`src/rtl/prepare_scanline.sv`:
```
`default_nettype none
// ============================================================================
// Module  : prepare_scanline
// Purpose : Per-scanline sprite evaluator. When the scanline changes, OAM is
//           scanned once. The OAM addresses of the first maxObjectPerLine
//           objects whose vertical span covers the latched line are packed
//           into BufferArray as {index, valid}.
// Ports   : clk            - rising-edge clock
//           reset          - asynchronous, active-low reset
//           oam_data[31:0] - OAM word for the address driven last cycle
//                            ([9:0] y, [19:10] x, [31:20] attributes)
//           sx[9:0]        - current pixel x (not used for selection)
//           sy[9:0]        - current scanline
//           oam_addr       - OAM read address
//           BufferArray    - entry j = {oam index, valid}, valid is bit 0
//           line_prepeared - buffer complete and stable for latched line
// Revision: 1.0 - initial release
// ============================================================================
module prepare_scanline #(
  parameter int maxObjectPerLine = 32,
  parameter int OAMMaxObjects    = 256,
  parameter int OAM_ADDR_SIZE    = 6,
  parameter int OBJ_HEIGHT       = 16
) (
  input  logic                                             clk,
  input  logic                                             reset,
  input  logic [31:0]                                      oam_data,
  input  logic [9:0]                                       sx,
  input  logic [9:0]                                       sy,
  output logic [OAM_ADDR_SIZE-1:0]                         oam_addr,
  output logic [maxObjectPerLine-1:0][OAM_ADDR_SIZE:0]     BufferArray,
  output logic                                             line_prepeared
);

  localparam int ADDR_SPAN = 1 << OAM_ADDR_SIZE;
  localparam int NUM_OBJ   = (OAMMaxObjects < ADDR_SPAN) ? OAMMaxObjects : ADDR_SPAN;
  localparam int CNT_W     = $clog2(maxObjectPerLine + 1);

  localparam logic [OAM_ADDR_SIZE-1:0] LAST_ADDR = OAM_ADDR_SIZE'(NUM_OBJ - 1);
  localparam logic [CNT_W-1:0]         LAST_SLOT = CNT_W'(maxObjectPerLine - 1);
  localparam logic [CNT_W-1:0]         CNT_ONE   = CNT_W'(1);
  localparam logic [OAM_ADDR_SIZE-1:0] ADDR_ONE  = OAM_ADDR_SIZE'(1);
  localparam logic [10:0]              HEIGHT    = 11'(OBJ_HEIGHT);

  typedef enum logic [1:0] {
    ST_START = 2'd0,
    ST_SCAN  = 2'd1,
    ST_DONE  = 2'd2
  } state_t;

  typedef logic [maxObjectPerLine-1:0][OAM_ADDR_SIZE:0] buf_t;

  state_t                   state_q, state_d;
  logic [9:0]               line_q, line_d;
  logic [OAM_ADDR_SIZE-1:0] addr_q, addr_d;
  logic [OAM_ADDR_SIZE-1:0] eval_addr_q, eval_addr_d;  // address oam_data belongs to
  logic                     data_valid_q, data_valid_d; // oam_data is a scanned word
  logic [CNT_W-1:0]         hit_cnt_q, hit_cnt_d;
  buf_t                     buf_q, buf_d;
  logic                     ready_q, ready_d;

  logic [10:0] diff;
  logic        hit;

  // Sprite x and attribute bits do not take part in line selection.
  logic unused_inputs;
  assign unused_inputs = ^{sx, oam_data[31:10]};

  // 11-bit unsigned compare: the explicit >= check stops y near 1023 from
  // wrapping around and matching low lines.
  always_comb begin
    diff = {1'b0, line_q} - {1'b0, oam_data[9:0]};
    hit  = data_valid_q && (line_q >= oam_data[9:0]) && (diff < HEIGHT);
  end

  always_comb begin
    state_d      = state_q;
    line_d       = line_q;
    addr_d       = addr_q;
    eval_addr_d  = eval_addr_q;
    data_valid_d = data_valid_q;
    hit_cnt_d    = hit_cnt_q;
    buf_d        = buf_q;

    case (state_q)
      ST_START: begin
        line_d       = sy;
        buf_d        = '0;
        hit_cnt_d    = '0;
        addr_d       = '0;
        data_valid_d = 1'b0;
        state_d      = ST_SCAN;
      end

      ST_SCAN: begin
        // The word returned next cycle belongs to the address driven now.
        data_valid_d = 1'b1;
        eval_addr_d  = addr_q;
        if (addr_q != LAST_ADDR) begin
          addr_d = addr_q + ADDR_ONE;
        end

        if (hit) begin
          for (int j = 0; j < maxObjectPerLine; j++) begin
            if (hit_cnt_q == CNT_W'(j)) begin
              buf_d[j] = {eval_addr_q, 1'b1};
            end
          end
          hit_cnt_d = hit_cnt_q + CNT_ONE;
        end

        // Stop once the buffer is full or the last object has been judged;
        // the last write and the move to DONE share this cycle.
        if (data_valid_q && ((hit && (hit_cnt_q == LAST_SLOT)) ||
                             (eval_addr_q == LAST_ADDR))) begin
          state_d = ST_DONE;
          addr_d  = addr_q;
        end
      end

      ST_DONE: begin
        if (sy != line_q) begin
          state_d = ST_START;
        end
      end

      default: begin
        state_d = ST_START;
      end
    endcase

    ready_d = (state_d == ST_DONE);
  end

  always_ff @(posedge clk or negedge reset) begin
    if (!reset) begin
      state_q      <= ST_START;
      line_q       <= '0;
      addr_q       <= '0;
      eval_addr_q  <= '0;
      data_valid_q <= 1'b0;
      hit_cnt_q    <= '0;
      buf_q        <= '0;
      ready_q      <= 1'b0;
    end else begin
      state_q      <= state_d;
      line_q       <= line_d;
      addr_q       <= addr_d;
      eval_addr_q  <= eval_addr_d;
      data_valid_q <= data_valid_d;
      hit_cnt_q    <= hit_cnt_d;
      buf_q        <= buf_d;
      ready_q      <= ready_d;
    end
  end

  assign oam_addr       = addr_q;
  assign BufferArray    = buf_q;
  assign line_prepeared = ready_q;

endmodule
`default_nettype wire

```
`config.mk`:
```
export PLATFORM = sky130hd
export DESIGN_NAME = prepare_scanline
export DESIGN_NICKNAME = d
export VERILOG_FILES = /design/src/rtl/prepare_scanline.sv
export SDC_FILE = /design/constraint.sdc
export NUM_CORES = 1
export LEC_CHECK = 0
export CORE_MARGIN = 2
export CORE_UTILIZATION = 49
export DETAILED_ROUTE_END_ITERATION = 6
export PLACE_DENSITY = 0.8
export SLEW_MARGIN = 30
export SYNTH_ARGS = -nofsm -noshare
export SYNTH_HDL_FRONTEND = slang
export SYNTH_SLANG_ARGS = --single-unit
```
`constraint.sdc`:
```
create_clock -name clk -period 4.5 [get_ports clk]
set_input_delay 0.45 -clock clk [delete_from_list [all_inputs] [get_ports clk]]
set_output_delay 0.45 -clock clk [all_outputs]
set_load 0.05 [all_outputs]
```
==> results of run 1 <==
[worst register-to-register path, cell delays in order, from the launching register on]
cell     delay, ps
dfrtp_1        410
ha_1           360
o21a_1         200
or4b_1         460
a211o_1        280
or3_1          360
or3_1          360
and2_4         280
buf_4          220
nor2_2         310
mux2_2         390
[state kept, by name, summed over array words and instances, names as in the netlist]
name and flops:
BufferArray 224, data_valid_q 1, eval_addr_q 6, hit_cnt_q 6
line_prepeared 1, line_q 10, oam_addr 6, state_q 2
[metrics by stage]
| step | setup slack (ps) | hold WS, ps | instance area (µm²) | total power [µW] |
|---|---|---|---|---|
| 3_3_place_gp | 265 | 467 | 13800 | 3750 |
| 2_1_floorplan | 867 | 154 | 10900 | 3300 |
| 4_1_cts | 731 | 492 | 14800 | 6160 |
| 6_report | 734 | 488 | 14800 | 6100 |
| 5_1_grt | 616 | 506 | 14800 | 6350 |
| 3_5_place_dp | 213 | 478 | 13800 | 3790 |
[Yosys cell counts (4+ instances only)]
cell	n	area, µm²
nor2_4	17	191
o21a_1	15	113
clkbuf_1	37	139
nor2_1	26	97.6
mux2_2	187	2110
and2_1	11	68.8
o22ai_1	5	31.3
a21oi_1	32	160
xor2_1	7	61.3
nand3_1	15	75.1
xnor2_1	11	96.3
dfrtp_1	256	6410
nand2_1	55	206
nor2_8	6	120
mux2_1	6	67.6
nor3_1	4	20.0
inv_1	30	113
ha_1	15	188
and3_1	4	25.0
a22oi_1	7	52.6
o21ai_1	7	35.0
nand4_1	4	25.0
o21ai_0	18	90.1
[how the worst max path moves through the flow]
stage                 from                to  slack, ps  cells after the start
2_1_floorplan  oam_data[7]  BufferArray[113]        870                     13
3_3_place_gp   oam_data[7]  BufferArray[163]        260                     12
3_5_place_dp   oam_data[7]  BufferArray[165]        210                     12
4_1_cts          line_q[7]  BufferArray[165]        730                     10
5_1_grt        oam_data[7]  BufferArray[165]        620                     12
6_report       oam_data[7]  BufferArray[165]        730                     12
[cell families after synthesis]
| logic type | count (synthesis) |
|---|---|
| buf+inv | 75 |
| flops | 256 |
| fa+ha+maj | 15 |
| compound gates | 112 |
| simple gates | 159 |
| xor+xnor | 18 |
| mux | 196 |
[report_power, final]
group	internal (µW)	switching [µW]	leakage, µW
registers	2400	107	0.00352
clock network	1450	917	0.000478
logic	381	856	0.00292
total	4230	1880	0.00692
[routing by layer]
layer  wire (µm)  share of wire  global-route usage
met5           0              0                   0
met4         918          0.033              0.0808
met3        2240          0.079              0.0700
met2       13000           0.46               0.379
met1       12000           0.43               0.320
[final cells by class]
class,count,area (µm²),share of cell area
sequential,256,6410,0.433
multi-input combinational,500,4260,0.287
timing repair buffer,270,2710,0.183
clock buffer,44,880,0.0594
tap,280,350,0.0237
inverter,30,113,0.00760
clock inverter,6,93.8,0.00634
[timing repair]
action                    in CTS  in global routing
hold buffers                   1                  0
hold endpoints to repair      91                  0
gates resized for setup        0                  0
==> flow_summary.yaml, run 1 <==
clock_network:
  post_cts_buffers: 0
  clkLatencyLatePin_ps: 540
  clockRootBuffer: "clkbuf_16"
  cts_tree: "yes"
  cts_max_level: 1
  cts.path.max_buffers: 3
  clk_pin_slew_ps: 60
  cts_made_buffers: 27
  cts_sinks: 256
setup_path:
  cp_data_required_time_ps: 4920
  r2r_end: "BufferArray[165]"
  reg2reg_from: "line_q[7]"
  cp-end-kind: "register"
  crit_family: "simple AND/OR/NAND/NOR gates"
  crit_path_cell_trace: "clkdlybuf4s50_1, inv_1, ha_1, o21a_1, or4b_1, a211o_1, or3_1, or3_1, and2_4, buf_4, nor2_2, mux2_2"
  start_kind: "primary input"
  critPathArrivalTime_ps: 4180
  cp_slowest_stage_delay_ps: 460
  reg2reg_depth: 10
  cpMaxStageDelayCell: "or4b_1"
  crit_top_cell: "or3_1"
  criticalPathCategory: "in2reg"
  path_max_fanout: 11
  r2r_slack_ps: 740
  cp_num_buf_inv: 3
logic_synthesis:
  yosysUniqueCellTypes: 56
  async_flop_share: 1.00
  synth_compound_area_frac: 0.0673
  synth-main-ff-cell: "dfrtp_1"
  synth_simple_gate_area_frac: 0.0868
  seq_area_frac_synth: 0.585
  syn_nets: 900
  synth_xor_area_frac: 0.0144
  netlist_area_um2: 10900
  synthAdderAreaFrac: 0.0171
  synth_edf_count: 0
  synth_area_per_cell_um2: 13.2
  muxShareOfSynthArea: 0.201
  synth_top_family_by_area: "multiplexers"
  ys_ff_latch: 256
  synth_warnings: 0
  syn_inst: 831
run_status:
  status: "complete, no violations"
route:
  num_vias: 7534
  post_drt_wl_per_cell_um: 20.4
  dr.pass1.iters: 4
  vias_per_cell: 5.44
  detail_route.iter0.violations: 320
  drc: 0
  postRouteWirelength_mm: 28.2
  antenna_left: 0
power_and_ir_drop:
  leakagePower_uw: 0.00692
  vdd_drop_max_v: 0.000356
  powerDensity_nw_per_um2: 412
floorplan:
  start_util: 0.500
  num_rows: 54
  die_area_um2: 23600
  ioPinCount: 285
  die_y_um: 153
  coreArea_um2: 21900
  die_x_um: 153
placement:
  io_buffers: 252
  place_congestion: 0.816
  dp.cells: 1335
  dp_hpwl_mm: 19.4
global_routing:
  grt-ovfl-total: 0
  grt_pass1_vias: 7984
  grt_antenna_before_repair: 0
  grt_pass1_wl_mm: 45.3
  grt_max_degree: 96
  track_usage: 0.240
final_layout:
  nets: 1154
  area_delta_synth_final_pct: 35.3
  final_util: 0.677
  n_antenna_cell: 0
  mostFrequentLayoutCells: "dfrtp_1 (256), clkdlybuf4s50_1 (251), mux2_2 (187)"
  final-instance-count-excl-fill: 1386
  mostFrequentLayoutCell: "dfrtp_1"
  drive_gt1_frac: 0.259
  fillCellCount: 1570
worst_hold_path:
  hold_class: "reg2reg"
  hold_depth: 1
  min_to: "BufferArray[53]"
  hold_start: "BufferArray[53]"
timing:
  worstMarginPinSlew_ps: 977
  finalCriticalPeriod_ps: 3770
  finalCritPeriodShare: 0.837
  hold_viol: 0
  maxSlewViolCount: 0
  finalClockSkew_ps: 8.85
  rsz0062_at_grt: "no"
  slew_headroom: 0.349
  setup_viol: 0
  setup_tns_ps: 0
  fmax_ghz: 0.266
flow_run:
  cap_violations: 0
Power figures use the tool's default switching activity.
==> inputs of run 2 (changes only) <==
- clock period: 4.5 -> 3.76 ns (I/O delays scaled with it)
==> flow_summary.yaml, run 2 (synthesis results as in run 1) <==
final_layout:
  area_delta_synth_final_pct: 37.1
  final_util: 0.685
  largest_reg_flops: 224
  mostFrequentLayoutCells: "dfrtp_1 (256), clkdlybuf4s50_1 (251), mux2_2 (187)"
  n_antenna_cell: 0
  mostFrequentLayoutCell: "dfrtp_1"
  nets: 1184
  fillCellCount: 1596
  drive_gt1_frac: 0.275
placement:
  io_buffers: 252
  place_congestion: 0.810
  place_ws_ps: -282
  dp_hpwl_mm: 19.9
timing:
  worstMarginPinSlew_ps: 979
  hold_viol: 0
  setup_ws_ps: 165
  slew_headroom: 0.347
  rsz0062_at_grt: "no"
  finalClockSkew_ps: 16.2
  setup_viol: 0
  finalCriticalPeriod_ps: 3590
  finalCritPeriodShare: 0.956
  fmax_ghz: 0.278
  maxSlewViolCount: 0
power_and_ir_drop:
  powerDensity_nw_per_um2: 487
  combPwrFrac: 0.218
  p_int_uw: 5030
  power.switching_uw: 2280
  vdd_drop_max_v: 0.000371
  clock_power_share: 0.372
  leakagePower_uw: 0.00706
  seq_power_share: 0.410
  p_sw_frac: 0.312
route:
  postRouteWirelength_mm: 29.1
  drc: 0
  post_drt_wl_per_cell_um: 20.6
  detail_route.iter0.violations: 277
  dr.pass1.iters: 4
  num_vias: 7556
  vias_per_cell: 5.34
  antenna_left: 0
floorplan:
  die_x_um: 153
  num_rows: 54
  ioPinCount: 285
  coreArea_um2: 21900
  die_y_um: 153
  start_util: 0.500
  die_area_um2: 23600
worst_hold_path:
  hold_class: "in2reg"
setup_path:
  critPathArrivalTime_ps: 4000
  start_kind: "register"
  path_max_fanout: 8
  criticalPathCategory: "reg2reg"
  cp_slowest_stage_delay_ps: 480
  cp_data_required_time_ps: 4170
  r2r_slack_ps: 170
  cpMaxStageDelayCell: "or4b_1"
  cp-end-kind: "register"
  crit_path_cell_trace: "ha_1, o21a_1, or4b_1, a211o_1, or3_1, or3_1, and2_4, buf_12, a21oi_4, mux2_2"
  crit_top_cell: "or3_1"
global_routing:
  grt_max_degree: 102
  grt_pass1_wl_mm: 46.0
  grt_antenna_before_repair: 0
  track_usage: 0.248
  grt_pass1_vias: 8010
  grt-ovfl-total: 0
flow_run:
  cap_violations: 0
clock_network:
  post_cts_buffers: 0
  cts_sinks: 256
  clk_pin_slew_ps: 60
  cts_made_buffers: 27
  cts.path.max_buffers: 3
  clkLatencyLatePin_ps: 530
  clockRootBuffer: "clkbuf_16"
  cts_max_level: 1
  cts_tree: "yes"
  cts_resized: 0
run_status:
  status: "complete, no violations"
==> run 2: final cells by class <==
| cell class | instances | area (µm²) | share of cell area |
|---|---|---|---|
| clock buffer | 37 | 773 | 0.0515 |
| clock inverter | 11 | 135 | 0.00901 |
| inverter | 30 | 113 | 0.00750 |
| multi-input combinational | 500 | 4250 | 0.283 |
| sequential | 256 | 6410 | 0.427 |
| tap | 280 | 350 | 0.0233 |
| timing repair buffer | 300 | 2980 | 0.198 |
==> run 2: per-stage QoR <==
| step | std cells | instance area, µm² | total power [µW] | hold slack, ps | setup TNS (ps) |
|---|---|---|---|---|---|
| final | 1414 | 15000 | 7300 | 436 | 0 |
| after global routing | 1414 | 15000 | 7590 | 449 | 0 |
| after CTS | 1414 | 15000 | 7350 | 425 | 0 |
| after detailed placement | 1365 | 14100 | 4630 | 478 | -31940 |
| after global placement | 1365 | 14100 | 4590 | 467 | -29060 |
| after floorplan | 831 | 10900 | 3950 | 80.4 | 0 |
==> run 2: what timing repair did <==
item / in CTS / in global routing
endpoints found under the hold margin: 97 / 0
hold buffers: 1 / 0
endpoints found under the setup margin: 0 / 0
==> run 2: final timing paths <==
kind                              endpoint             from  cells after the start
setup / recovery           BufferArray[27]        line_q[7]                     10
hold / removal                   line_q[6]            sy[6]                      3
setup reg to reg           BufferArray[27]        line_q[7]                     10
hold reg to reg            BufferArray[42]  BufferArray[42]                      1
max in group asynchronous  BufferArray[44]            reset                      3
min in group asynchronous        line_q[8]            reset                      2
==> run 2: power groups by stage <==
| stage | Sequential [µW] | Clock [µW] | Combinational, µW |
|---|---|---|---|
| final | 2990 | 2720 | 1590 |
| after CTS | 2990 | 2760 | 1600 |
| after detailed placement | 3040 | 0 | 1590 |
| after global routing | 3010 | 2870 | 1710 |
| after floorplan | 3200 | 0 | 750 |
| after global placement | 3030 | 0 | 1550 |
==> run 2: worst max-delay path: cells and delay by family (launching register included) <==
family                   cells  cell delay, ps
AND/OR/NAND/NOR              4            1440
AO/OA/AOI/OAI                3             750
flip-flops                   1             420
multiplexers                 1             380
adder cells (fa/ha/maj)      1             300
buffers and inverters        1             170
==> run 2: per-layer routing <==
metal / GRT usage / vias to the layer above / part of all wire / routed length (µm)
met2: 0.405 / 236 / 0.47 / 13700
met3: 0.0734 / 62 / 0.077 / 2250
met4: 0.0773 / 0 / 0.030 / 884
met5: 0 / - / 0 / 0
met1: 0.321 / 3803 / 0.42 / 12200
li1: - / 3455 / - / -
==> inputs of run 3 (changes only) <==
- CTS_CLUSTER_DIAMETER: unset -> 100
==> results of run 3 <==
The final DEF is identical to that of run 2; final timing and power are the same.
